[src/rtl/button_led_sequencer.sv]
// Mode controller for the 5-button / 5-LED path: synchronise, debounce, then drive the LEDs
// as a mirror, a per-button toggle latch or a running-light chase.
module button_led_sequencer #(
    parameter int unsigned DEBOUNCE_CYCLES = 1000,
    parameter int unsigned CHASE_DIV       = 50000
) (
    input  logic       clk,
    input  logic       rst,
    input  logic [4:0] sw,
    input  logic       mode_btn,
    output logic [4:0] led,
    output logic [1:0] mode
);

    localparam int unsigned CW = $clog2(DEBOUNCE_CYCLES + 1);
    localparam int unsigned PW = (CHASE_DIV > 1) ? $clog2(CHASE_DIV) : 1;
    localparam logic [CW-1:0] DebLast = CW'(DEBOUNCE_CYCLES - 1);
    localparam logic [PW-1:0] PreLast = PW'(CHASE_DIV - 1);

    typedef enum logic [1:0] {
        StMirror = 2'd0,
        StToggle = 2'd1,
        StChase  = 2'd2
    } mode_e;

    // Bit 5 carries the mode button, bits 4:0 the switches.
    logic [5:0]    sync1_q, sync2_q;
    logic [5:0]    deb_q, deb_d, deb_prev_q;
    logic [CW-1:0] cnt_q [6];
    logic [CW-1:0] cnt_d [6];
    logic [5:0]    rise;
    logic          mode_rise;
    logic [4:0]    sw_rise;

    mode_e         state_q, state_d;
    logic          enter_toggle, enter_chase;
    logic [4:0]    latch_q, latch_d;
    logic [4:0]    pattern_q, pattern_d;
    logic [PW-1:0] presc_q, presc_d;
    logic [4:0]    led_q, led_d;

    assign rise      = deb_q & ~deb_prev_q;
    assign mode_rise = rise[5];
    assign sw_rise   = rise[4:0];

    always_comb begin
        deb_d = deb_q;
        for (int i = 0; i < 6; i++) begin
            cnt_d[i] = '0;
            if (sync2_q[i] != deb_q[i]) begin
                if (cnt_q[i] == DebLast) begin
                    deb_d[i] = sync2_q[i];
                end else begin
                    cnt_d[i] = cnt_q[i] + CW'(1);
                end
            end
        end
    end

    always_ff @(posedge clk or posedge rst) begin
        if (rst) begin
            state_q <= StMirror;
        end else begin
            state_q <= state_d;
        end
    end

    always_comb begin
        state_d = state_q;
        unique case (state_q)
            StMirror: if (mode_rise) state_d = StToggle;
            StToggle: if (mode_rise) state_d = StChase;
            StChase:  if (mode_rise) state_d = StMirror;
            default:  state_d = StMirror;
        endcase

        enter_toggle = (state_d == StToggle) && (state_q != StToggle);
        enter_chase  = (state_d == StChase) && (state_q != StChase);

        // A coincident mode change takes priority over any switch pulse.
        latch_d = latch_q;
        if (enter_toggle) begin
            latch_d = '0;
        end else if ((state_q == StToggle) && !mode_rise) begin
            latch_d = latch_q ^ sw_rise;
        end

        pattern_d = pattern_q;
        presc_d   = presc_q;
        if (enter_chase) begin
            pattern_d = 5'b00001;
            presc_d   = '0;
        end else if ((state_q == StChase) && !deb_q[0]) begin
            if (presc_q == PreLast) begin
                presc_d   = '0;
                pattern_d = deb_q[4] ? {pattern_q[0], pattern_q[4:1]}
                                     : {pattern_q[3:0], pattern_q[4]};
            end else begin
                presc_d = presc_q + PW'(1);
            end
        end

        led_d = '0;
        unique case (state_q)
            StMirror: led_d = deb_q[4:0];
            StToggle: led_d = latch_q;
            StChase:  led_d = pattern_q;
            default:  led_d = '0;
        endcase
    end

    always_ff @(posedge clk or posedge rst) begin
        if (rst) begin
            sync1_q    <= '0;
            sync2_q    <= '0;
            deb_q      <= '0;
            deb_prev_q <= '0;
            for (int i = 0; i < 6; i++) begin
                cnt_q[i] <= '0;
            end
            latch_q    <= '0;
            pattern_q  <= 5'b00001;
            presc_q    <= '0;
            led_q      <= '0;
        end else begin
            sync1_q    <= {mode_btn, sw};
            sync2_q    <= sync1_q;
            deb_q      <= deb_d;
            deb_prev_q <= deb_q;
            for (int i = 0; i < 6; i++) begin
                cnt_q[i] <= cnt_d[i];
            end
            latch_q    <= latch_d;
            pattern_q  <= pattern_d;
            presc_q    <= presc_d;
            led_q      <= led_d;
        end
    end

    assign led  = led_q;
    assign mode = state_q;

endmodule

[config.mk]
export PLATFORM = sky130hd
export DESIGN_NAME = button_led_sequencer
export DESIGN_NICKNAME = d
export VERILOG_FILES = /design/src/rtl/button_led_sequencer.sv
export SDC_FILE = /design/constraint.sdc
export NUM_CORES = 1
export LEC_CHECK = 0
export CAP_MARGIN = 20
export CORE_ASPECT_RATIO = 1.2
export CORE_MARGIN = 4
export CORE_UTILIZATION = 52
export CTS_BUF_LIST = sky130_fd_sc_hd__clkbuf_8
export CTS_CLUSTER_SIZE = 14
export DETAILED_ROUTE_END_ITERATION = 8
export PLACE_DENSITY = 0.69
export SYNTH_ARGS = -nofsm -noshare
export SYNTH_HDL_FRONTEND = slang
export SYNTH_SLANG_ARGS = --single-unit
[constraint.sdc]
create_clock -name clk -period 4.8 [get_ports clk]
set_input_delay 0.96 -clock clk [delete_from_list [all_inputs] [get_ports clk]]
set_output_delay 0.96 -clock clk [all_outputs]
set_load 0.02 [all_outputs]
==> flow_summary.json <==
{
  "status": "complete, no violations",
  "path_clk_slew_ns": 0.07,
  "cp-end-kind": "output pin",
  "cts_hold_buf": 0,
  "post_cts_resized": 0,
  "globalRouteOverflowTotal": 0,
  "p_leak_nw": 2.554,
  "rsz0062_at_grt": "no",
  "yosysUniqueCellTypes": 42,
  "cts_tree": "built",
  "cts_buffers": 17,
  "reg2reg_from": "mode[1]",
  "drv_slew": 0,
  "hold_class": "flip-flop to flip-flop",
  "power_density_nw_per_um2": 329.9,
  "slew_headroom_pct": 52.68,
  "gp_congestion": 0.8293,
  "n_antenna_cell": 0,
  "io_buffers": 14,
  "wl_um": 8970,
  "cpPeakStageDelay_ns": 0.80,
  "fin_nets": 533,
  "final_cell_mix": "116 x dfrtp_1, 79 x nor2_1, 36 x xnor2_1",
  "netlist_instances": 497,
  "grt_start_max_net_pins": 63,
  "pre_cts_ws_ns": 2.329,
  "setup_viol": 0,
  "crit_type": "flip-flop to output pin",
  "postCtsSetupBuffers": 0,
  "min_period_ns": 2.922,
  "grt_first_pass_wirelength_um": 15990,
  "arrival_ns": 1.96,
  "critPathTopFamily": "flip-flops",
  "die_y_um": 118.5,
  "fillers": 844,
  "worst-path-max-fanout": 21,
  "ios": 15,
  "htreeDepth": 4,
  "cts.sinks": 117,
  "dr.pass1.iters": 4,
  "drive_above_1_share_pct": 8.113,
  "ys_seq_area_share_pct": 55.41,
  "dp_hpwl_um": 6161,
  "use_met2_pct": 26.17,
  "area_growth_pct": 12.02,
  "grt.busiest_layer": "met2",
  "clockRootBuffer": "clkbuf_8",
  "viasPerCell": 5.393,
  "ys_seq_elements": 117,
  "dp.cells": 625,
  "drc_errors": 0,
  "core-area_um2": 9960,
  "synth_area_um2": 5286,
  "hold_viol": 0,
  "die-area_um2": 11850,
  "crit_required_ns": 3.84,
  "critPathBufInv": 1,
  "antenna_found_initial": 0,
  "gr-usage-met1_pct": 21.17,
  "num_rows": 40,
  "max_cap_violations": 0,
  "max_freq_ghz": 0.3422,
  "final_cells": 656,
  "finalPower_mw": 1.954,
  "cp-start-kind": "flip-flop",
  "initial_core_util_pct": 53.08,
  "finClkSkew_ns": 0.009276,
  "syn-num-nets": 512,
  "vias": 3538,
  "die_w_um": 100.0,
  "detail_route.iter0.violations": 135,
  "met3_usage_pct": 5.372,
  "period_share_pct": 60.88,
  "cts_max_path_buffers": 2,
  "path_cells": "clkdlybuf4s50_1",
  "layout_commonest_cell": "dfrtp_1",
  "crit_slowest_cell": "dfrtp_1",
  "hold-worst-slack_ns": 0.3505,
  "postSynthAreaPerCell_um2": 10.64,
  "tightest_slew_ns": 0.7098,
  "tns_ns": 0,
  "grt_pass1_vias": 3596,
  "yosys_warnings": 0,
  "startpoint": "mode[0]",
  "routedWlPerCell_um": 13.67,
  "clk-insertion-delay-late_ns": 0.43,
  "worst_ir_drop_vdd_v": 0.0001764,
  "antenna_left": 0,
  "hold_start": "sync1_q[2]",
  "gr-usage-all-layers_pct": 16.91,
  "fin_ws_ns": 1.878
}
-- power breakdown --
group,internal [mW],switching [mW],total (mW)
clock,0.513,0.367,0.880
sequential,1.00,0.0122,1.02
combinational,0.0208,0.0366,0.0574
total,1.54,0.416,1.95
-- metrics by stage --
step                      instance area [µm²]  utilization, %
after floorplan                          5286               -
after global placement                   5532           55.54
after detailed placement                 5532           55.54
final                                    5922           59.46
after global routing                     5922           59.46
after CTS                                5922           59.46
-- worst paths after layout --
path,to,slack [ns],depth (start not counted)
setup / recovery,mode[0],1.88,1
hold / removal,sync2_q[2],0.35,0
setup reg to reg,presc_q[15],2.69,4
hold reg to reg,sync2_q[2],0.35,0
max in group asynchronous,cnt_q[46],3.05,3
min in group asynchronous,sync1_q[0],0.98,2
-- metal layers --
layer  part of all wire (%)  vias to the layer above
met5                      0                        -
met4                    2.6                        0
met3                    3.2                       22
met2                     49                       46
met1                     45                     1719
li1                       -                     1751
-- area by class of cell --
class,count,area [µm²],area share [%]
clock buffers,18,247.7,4.183
clock inverters,13,142.6,2.409
inverters,13,51.30,0.8663
multi-input cells,354,2233,37.71
flip-flops and latches,117,2929,49.46
well taps,126,157.7,2.662
repair buffers,15,160.2,2.704
-- registers in the layout, indices dropped and copies added (netlist names), 6 cells and up --
signal,count
cnt_q,60
presc_q,16
deb_prev_q,6
deb_q,6
sync1_q,6
sync2_q,6
-- Yosys cell counts, drive strengths merged --
master	number	area, µm²
a32o	1	10.01
o21ai	18	93.84
nand4	11	68.82
nor3b	1	18.77
clkbuf	7	26.28
or4	5	37.54
and4b	1	10.01
nand2	36	142.6
nand2b	8	50.05
a2111oi	1	8.760
dfstp	1	26.28
xnor2	36	315.3
or2	1	6.260
and2	6	37.54
xor2	26	227.7
inv	13	48.80
dfrtp	116	2903
and3	11	68.82
mux2i	12	120.1
ha	7	87.58
nor3	17	85.08
nand3b	5	37.54
o22ai	5	31.28
mux2	6	67.56
nand3	15	75.07
or3	5	31.28
and4	3	26.28
buf	6	48.79
o211a	1	10.01
nor2b	1	6.260
nor4b	7	61.31
a211oi	5	37.54
a21oi	16	80.08
o211ai	2	28.78
nor4	2	12.51
nor2	79	296.5
o2111ai	3	26.28
and4bb	1	16.27
-- kinds of logic (layout without fill, tap and decap cells) --
| logic type | after synthesis | count (layout) | synth area share [%] |
|---|---|---|---|
| flip-flops | 117 | 117 | 55.41 |
| adder cells (fa/ha/maj) | 7 | 7 | 1.657 |
| AND/OR/NAND/NOR | 215 | 215 | 20.59 |
| buffers and inverters | 26 | 59 | 2.343 |
| multiplexers | 18 | 18 | 3.550 |
| XOR/XNOR | 62 | 62 | 10.27 |
| AO/OA/AOI/OAI | 52 | 52 | 6.178 |
No activity file was read; power rests on OpenSTA's default activity.
